### src/rtl/usb_tx_packet_ctrl_if.sv
// Handshake/control bundle between the USB TX packet sequencer, the
// protocol/FIFO layer above it and the byte transmitter below it.
// The optional tx_abort signal exists only when USB_TX_ABORT_EN is defined.
interface usb_tx_packet_ctrl_if;
    // upstream request / FIFO side
    logic        tx_start;
    logic [3:0]  tx_pid;
    logic [6:0]  tx_len;
    logic [7:0]  fifo_byte;
    logic        fifo_rd;
    logic        tx_busy;
    logic        tx_done;
`ifdef USB_TX_ABORT_EN
    logic        tx_abort;
`endif
    // downstream byte transmitter side
    logic        byte_done;
    logic [1:0]  select;
    logic [7:0]  fsm_byte;
    logic [15:0] crc_bytes;
    logic        load_en;
    logic        tim_rst;
    logic        tim_en;
    logic        eop;
    logic        idle;
    logic        eop_new_bit;

    // sequencer side
    modport master (
`ifdef USB_TX_ABORT_EN
        input  tx_abort,
`endif
        input  tx_start, tx_pid, tx_len, fifo_byte, byte_done,
        output fifo_rd, tx_busy, tx_done, select, fsm_byte, crc_bytes,
        output load_en, tim_rst, tim_en, eop, idle, eop_new_bit
    );

    // environment side (protocol layer + byte transmitter)
    modport slave (
`ifdef USB_TX_ABORT_EN
        output tx_abort,
`endif
        output tx_start, tx_pid, tx_len, fifo_byte, byte_done,
        input  fifo_rd, tx_busy, tx_done, select, fsm_byte, crc_bytes,
        input  load_en, tim_rst, tim_en, eop, idle, eop_new_bit
    );
endinterface

### src/rtl/usb_tx_packet_ctrl.sv
// USB transmit packet sequencer: frames SYNC, PID, optional payload from the
// TX FIFO, CRC16, then EOP (2 bit times of SE0) and 1 bit time of J.
// select always names the byte the transmitter loads on the next byte_done.
// Optional feature macro: USB_TX_ABORT_EN (adds tx_abort, jumps to EOP).
module usb_tx_packet_ctrl #(
    parameter int CLKS_PER_BIT = 8,
    parameter int MAX_LEN      = 64
) (
    input logic                  clk,
    input logic                  rst,
    usb_tx_packet_ctrl_if.master bus
);
    typedef enum logic [3:0] {
        S_IDLE, S_LOAD, S_SYNC, S_PID, S_DATA, S_CRCL, S_LAST, S_EOP, S_J
    } state_t;

    localparam int CW = $clog2(2 * CLKS_PER_BIT + 1);

    state_t        state, state_nx;
    logic [3:0]    pid;
    logic [6:0]    rem;
    logic [15:0]   crc;
    logic [CW-1:0] cnt;
    logic          is_data, pop, abort;

    assign is_data = (pid[1:0] == 2'b11);

`ifdef USB_TX_ABORT_EN
    assign abort = bus.tx_abort &&
                   (state inside {S_SYNC, S_PID, S_DATA, S_CRCL, S_LAST});
`else
    assign abort = 1'b0;
`endif

    // A FIFO byte is consumed exactly when the transmitter reloads from it.
    assign pop         = bus.byte_done && (bus.select == 2'd0) &&
                         (state inside {S_PID, S_DATA}) && !abort;
    assign bus.fifo_rd = pop && !rst;

    // Reflected CRC16 (poly A001), one byte folded LSB-first.
    function automatic logic [15:0] crc_fold(input logic [15:0] c, input logic [7:0] d);
        logic [15:0] r;
        r = c ^ {8'h00, d};
        for (int i = 0; i < 8; i++)
            r = r[0] ? ((r >> 1) ^ 16'hA001) : (r >> 1);
        return r;
    endfunction

    // State register plus clock counter that restarts on every state change.
    always_ff @(posedge clk) begin
        if (rst) begin
            state <= S_IDLE;
            cnt   <= '0;
        end else begin
            state <= state_nx;
            cnt   <= (state_nx != state) ? '0 : cnt + 1'b1;
        end
    end

    // Next-state: advance on byte_done while framing, on bit timing in EOP/J.
    always_comb begin
        state_nx = state;
        case (state)
            S_IDLE: if (bus.tx_start) state_nx = S_LOAD;
            S_LOAD: state_nx = S_SYNC;
            S_SYNC: if (bus.byte_done) state_nx = S_PID;
            S_PID:  if (bus.byte_done) begin
                        if (!is_data)      state_nx = S_LAST;
                        else if (rem != 0) state_nx = S_DATA;
                        else               state_nx = S_CRCL;
                    end
            S_DATA: if (bus.byte_done && rem == 0) state_nx = S_CRCL;
            S_CRCL: if (bus.byte_done) state_nx = S_LAST;
            S_LAST: if (bus.byte_done) state_nx = S_EOP;
            S_EOP:  if (cnt == CW'(2 * CLKS_PER_BIT - 1)) state_nx = S_J;
            S_J:    if (cnt == CW'(CLKS_PER_BIT - 1)) state_nx = S_IDLE;
            default: state_nx = S_IDLE;
        endcase
        if (abort) state_nx = S_EOP;
    end

    // Moore outputs toward the byte transmitter and line encoder.
    always_comb begin
        bus.select      = 2'd0;
        bus.fsm_byte    = 8'h00;
        bus.load_en     = 1'b0;
        bus.tim_rst     = 1'b0;
        bus.tim_en      = 1'b0;
        bus.eop         = 1'b0;
        bus.idle        = 1'b0;
        bus.eop_new_bit = 1'b0;
        case (state)
            S_IDLE: bus.idle = 1'b1;
            S_LOAD: begin
                bus.select   = 2'd1;
                bus.fsm_byte = 8'h80;
                bus.load_en  = 1'b1;
                bus.tim_rst  = 1'b1;
            end
            S_SYNC: begin
                bus.tim_en   = 1'b1;
                bus.select   = 2'd1;
                bus.fsm_byte = {~pid, pid};
            end
            S_PID: begin
                bus.tim_en = 1'b1;
                if (is_data) bus.select = (rem != 0) ? 2'd0 : 2'd2;
                else begin
                    // PID-only packet: nothing further to load
                    bus.select   = 2'd1;
                    bus.fsm_byte = {~pid, pid};
                end
            end
            S_DATA: begin
                bus.tim_en = 1'b1;
                bus.select = (rem != 0) ? 2'd0 : 2'd2;
            end
            S_CRCL: begin
                bus.tim_en = 1'b1;
                bus.select = 2'd3;
            end
            S_LAST: begin
                // last byte shifting; the reload this triggers is discarded
                bus.tim_en   = 1'b1;
                bus.select   = 2'd1;
                bus.fsm_byte = {~pid, pid};
            end
            S_EOP: begin
                bus.eop         = 1'b1;
                bus.eop_new_bit = (cnt == '0) || (cnt == CW'(CLKS_PER_BIT));
            end
            S_J: begin
                bus.idle        = 1'b1;
                bus.eop_new_bit = (cnt == '0);
            end
            default: bus.idle = 1'b1;
        endcase
    end

    // Request latch, payload countdown, CRC accumulation and status flags.
    always_ff @(posedge clk) begin
        if (rst) begin
            pid           <= 4'h0;
            rem           <= 7'd0;
            crc           <= 16'hFFFF;
            bus.crc_bytes <= 16'h0000;
            bus.tx_busy   <= 1'b0;
            bus.tx_done   <= 1'b0;
        end else begin
            bus.crc_bytes <= ~crc;
            bus.tx_done   <= (state == S_J) && (state_nx == S_IDLE);
            if (state == S_IDLE && bus.tx_start) begin
                pid         <= bus.tx_pid;
                rem         <= (bus.tx_len > 7'(MAX_LEN)) ? 7'(MAX_LEN) : bus.tx_len;
                crc         <= 16'hFFFF;
                bus.tx_busy <= 1'b1;
            end
            if (pop) begin
                crc <= crc_fold(crc, bus.fifo_byte);
                rem <= rem - 7'd1;
            end
            if (state == S_J && state_nx == S_IDLE) bus.tx_busy <= 1'b0;
        end
    end
endmodule

### src/flat_wrapper.sv
// flat-port wrapper written by rule: the top's interface ports become plain ports
module usb_tx_packet_ctrl_flat 
#(
    parameter int CLKS_PER_BIT = 8,
    parameter int MAX_LEN      = 64
)
  (clk, rst, bus_tx_start, bus_tx_pid, bus_tx_len, bus_fifo_byte, bus_byte_done, bus_fifo_rd, bus_tx_busy, bus_tx_done, bus_select, bus_fsm_byte, bus_crc_bytes, bus_load_en, bus_tim_rst, bus_tim_en, bus_eop, bus_idle, bus_eop_new_bit);
  usb_tx_packet_ctrl_if bus_i ();
  input logic clk;
  input logic rst;
  input wire logic [$bits(bus_i.tx_start)-1:0] bus_tx_start;
  input wire logic [$bits(bus_i.tx_pid)-1:0] bus_tx_pid;
  input wire logic [$bits(bus_i.tx_len)-1:0] bus_tx_len;
  input wire logic [$bits(bus_i.fifo_byte)-1:0] bus_fifo_byte;
  input wire logic [$bits(bus_i.byte_done)-1:0] bus_byte_done;
  output wire logic [$bits(bus_i.fifo_rd)-1:0] bus_fifo_rd;
  output wire logic [$bits(bus_i.tx_busy)-1:0] bus_tx_busy;
  output wire logic [$bits(bus_i.tx_done)-1:0] bus_tx_done;
  output wire logic [$bits(bus_i.select)-1:0] bus_select;
  output wire logic [$bits(bus_i.fsm_byte)-1:0] bus_fsm_byte;
  output wire logic [$bits(bus_i.crc_bytes)-1:0] bus_crc_bytes;
  output wire logic [$bits(bus_i.load_en)-1:0] bus_load_en;
  output wire logic [$bits(bus_i.tim_rst)-1:0] bus_tim_rst;
  output wire logic [$bits(bus_i.tim_en)-1:0] bus_tim_en;
  output wire logic [$bits(bus_i.eop)-1:0] bus_eop;
  output wire logic [$bits(bus_i.idle)-1:0] bus_idle;
  output wire logic [$bits(bus_i.eop_new_bit)-1:0] bus_eop_new_bit;
  assign bus_i.tx_start = bus_tx_start;
  assign bus_i.tx_pid = bus_tx_pid;
  assign bus_i.tx_len = bus_tx_len;
  assign bus_i.fifo_byte = bus_fifo_byte;
  assign bus_i.byte_done = bus_byte_done;
  assign bus_fifo_rd = bus_i.fifo_rd;
  assign bus_tx_busy = bus_i.tx_busy;
  assign bus_tx_done = bus_i.tx_done;
  assign bus_select = bus_i.select;
  assign bus_fsm_byte = bus_i.fsm_byte;
  assign bus_crc_bytes = bus_i.crc_bytes;
  assign bus_load_en = bus_i.load_en;
  assign bus_tim_rst = bus_i.tim_rst;
  assign bus_tim_en = bus_i.tim_en;
  assign bus_eop = bus_i.eop;
  assign bus_idle = bus_i.idle;
  assign bus_eop_new_bit = bus_i.eop_new_bit;
  usb_tx_packet_ctrl #(.CLKS_PER_BIT(CLKS_PER_BIT), .MAX_LEN(MAX_LEN)) u_core (.clk(clk), .rst(rst), .bus(bus_i));
endmodule
### config.mk
export PLATFORM = sky130hd
export DESIGN_NAME = usb_tx_packet_ctrl_flat
export DESIGN_NICKNAME = d
export VERILOG_FILES = /design/src/rtl/usb_tx_packet_ctrl_if.sv /design/src/rtl/usb_tx_packet_ctrl.sv /design/src/flat_wrapper.sv
export SDC_FILE = /design/constraint.sdc
export NUM_CORES = 1
export LEC_CHECK = 0
export BUFFER_PORTS_ARGS = -buffer_cell sky130_fd_sc_hd__clkbuf_2
export CAP_MARGIN = 20
export CORE_MARGIN = 10
export CORE_UTILIZATION = 50
export DETAILED_ROUTE_END_ITERATION = 8
export GPL_TIMING_DRIVEN = 0
export PLACE_DENSITY = 0.78
export RECOVER_POWER = 50
export SYNTH_ARGS = -nofsm -noshare
export SYNTH_HDL_FRONTEND = slang
export SYNTH_SLANG_ARGS = --single-unit
export TNS_END_PERCENT = 10
### constraint.sdc
create_clock -name clk -period 2.35 [get_ports clk]
set_input_delay 0.235 -clock clk [delete_from_list [all_inputs] [get_ports clk]]
set_output_delay 0.235 -clock clk [all_outputs]
set_load 0.005 [all_outputs]
==> flow_metrics.py <==
metrics = {
    "hold_path": {
        "hp-class": "input pin to flop",
    },
    "floorplanning": {
        "start_util_pct": 51.50,
        "dieWidth_um": 92.30,
        "row_count": 26,
        "die_y_um": 92.30,
        "core_um2": 5075,
        "die_area_um2": 8519,
        "ios": 58,
    },
    "setup_path": {
        "crit_required_ns": 2.12,
        "critPathMaxStageDelay_ns": 0.42,
        "slowest_stage": "or3b_4",
        "crit_type": "flop to output port",
        "worstSetupStartpointType": "flop",
        "worst_setup_path_end_kind": "output port",
        "cp_max_fo": 8,
        "arrival_ns": 2.06,
        "crit_chain": "or3b_4, o21a_1, a2111oi_4, clkbuf_8, nor2b_4, clkbuf_2",
    },
    "timing": {
        "finalSetupViolCount": 0,
        "fin_worst_skew_ns": 0.006044,
        "worstMarginPinSlew_ns": 0.5384,
        "rsz0062_at_grt": "true",
        "min_period_ns": 2.300,
        "finalHoldViolCount": 0,
        "max_slew_margin_pct": 64.11,
        "hold_ws_ns": 0.1406,
        "min_period_over_period_pct": 97.87,
        "tns_ns": 0,
        "max_freq_mhz": 434.8,
        "finalMaxSlewViolations": 0,
    },
    "synthesis": {
        "synth_area_um2": 2614,
        "async_flop_share_pct": 0,
        "yosys.cell_types.count": 49,
        "yosysWarnings": 0,
        "avgSynthCellArea_um2": 8.542,
        "syn_inst": 306,
        "synth_ff_type": "dfxtp_1",
        "synth-seq-area-share_pct": 41.36,
        "synth_edf_count": 0,
        "syn_nets": 333,
        "synth_seq_cells": 54,
    },
    "final_layout": {
        "syn_to_final_growth_pct": 21.88,
        "drive_gt1_share_pct": 23.87,
        "antenna_cells": 0,
        "stdcell_count": 447,
        "final_common_cell": "dfxtp_1",
        "layout.nets": 403,
        "final_cell_mix": "dfxtp_1 (50), clkbuf_2 (42), nor2_1 (30)",
    },
    "run_status": {
        "status": "finished clean",
    },
    "clocking": {
        "clkTransAtPathRegs_ns": 0.10,
        "h-tree-depth": 2,
        "cts_sinks": 54,
        "cts_made_buffers": 5,
        "clkLatencyLatePin_ns": 0.31,
        "tritoncts": "yes",
        "clock_path_buffers": 2,
        "ctsRootBufferMaster": "clkbuf_8",
    },
    "drt": {
        "routed_wl_mm": 6.770,
        "drtIter0Drc": 140,
        "route.met2.wl_mm": 3.184,
        "routed-via-count": 2417,
        "wl_met1_mm": 2.842,
        "wl_met3_um": 553,
        "dr.pass1.iters": 6,
        "drcViolationCount": 0,
        "top_layer": "met4",
        "wl_per_cell_um": 15.15,
        "ant_nets": 0,
        "detail_route.vias_per_cell": 5.407,
    },
    "run": {
        "max-cap-violations": 0,
    },
    "grt": {
        "grt_max_degree": 18,
        "gr-total-overflow": 0,
        "grt_pass1_vias": 2326,
        "antenna_found_initial": 0,
        "grt_pass1_wl_mm": 10.94,
        "grtUsageTotal_pct": 15.34,
    },
    "power": {
        "powerDensity_nw_per_um2": 639.6,
        "p_leak_nw": 1.283,
        "irDropWorstVdd_mv": 0.3214,
        "total_power_mw": 2.037,
    },
    "placement": {
        "numPlacedInstances": 433,
        "gp_congestion": 0.8960,
        "io_buffers": 57,
        "hpwl_mm": 5.010,
    },
}
-- flip-flops by register name (all words and copies together) (netlist names) --
name,count
u_core.cnt,5
u_core.pid,4
u_core.rem,7
u_core.bus.tx_busy,1
u_core.bus.tx_done,1
u_core.bus.crc_bytes,16
u_core.crc,16
u_core.state,4
-- power by group --
part           switching (mW)  internal, mW
Clock                   0.312         0.243
Combinational           0.270         0.219
Sequential             0.0415         0.952
Total                   0.623          1.41
-- layer usage --
metal	global-route usage (%)	up-vias
li1	-	1194
met1	18.06	1106
met2	25.18	94
met3	5.488	23
met4	5.527	0
met5	0	-
-- stage by stage --
stage	setup WS (ns)	instance area (um^2)	utilization, %
finish	0.05012	3186	62.77
global placement	-0.002319	2987	58.85
CTS	0.004262	3126	61.59
floorplan	0.2358	2614	-
detailed placement	-0.03642	2987	58.85
global route	-0.02473	3186	62.77
-- cell families (layout without fill, tap and decap cells) --
group,count (synthesis),in the layout,share of synthesized area [%]
multiplexers,2,2,0.8138
adder cells (fa/ha/maj),4,4,1.915
flip-flops,54,54,41.36
AO/OA/AOI/OAI,62,62,15.99
buffers and inverters,29,100,4.787
AND/OR/NAND/NOR,129,129,25.37
XOR/XNOR,26,26,9.765
-- final timing paths --
path	depth (start not counted)	startpoint	endpoint	slack (ns)
worst max-delay path	6	u_core.state[1]$_SDFF_PP0_	bus_fifo_rd	0.05
worst min-delay path	3	bus_tx_pid[0]	u_core.pid[0]$_SDFFE_PP0P_	0.14
worst max register to register	7	u_core.state[1]$_SDFF_PP0_	u_core.rem[4]$_SDFFE_PP0P_	0.06
worst min register to register	1	u_core.crc[3]$_SDFFE_PP1P_	u_core.bus.crc_bytes[3]$_SDFF_PP0_	0.47
-- Yosys cell counts, types with 5 or more instances --
| master | count | area, um^2 |
|---|---|---|
| xnor2_1 | 18 | 157.7 |
| nor4_1 | 6 | 37.54 |
| nand2_1 | 21 | 78.83 |
| o21ai_0 | 8 | 40.04 |
| o21bai_1 | 5 | 37.54 |
| nor2b_1 | 15 | 93.84 |
| inv_1 | 9 | 33.78 |
| dfxtp_1 | 54 | 1081 |
| xor2_1 | 6 | 52.55 |
| or2_2 | 10 | 62.56 |
| nor3_1 | 22 | 110.1 |
| nor2_1 | 30 | 112.6 |
| and3_1 | 6 | 37.54 |
| clkbuf_1 | 14 | 52.55 |
| a21oi_1 | 23 | 115.1 |
-- what timing repair did --
item,in CTS,in global routing
setup endpoints to repair,17,29
pin swaps,1,7
setup buffers,2,5
hold buffers,0,0
resized for setup,11,14
-- critical path: cells and delay by family, from the launching register on --
family	cells	cell delay (ns)
DFF	1	0.37
AOI/OAI and AO/OA	2	0.50
buffers and inverters	2	0.33
and+or+nand+nor	2	0.57
-- cell type report --
cell class                      count  area (um^2)
Fill cell                         467         1889
Multi-Input combinational cell    223         1460
Sequential cell                    54         1089
Timing Repair Buffer               64        316.6
Buffer                             19        100.1
Tap cell                           70        87.58
Clock buffer                        6        82.58
Inverter                            9        33.78
Clock inverter                      2        16.27
(Power assumes the default switching activity.)
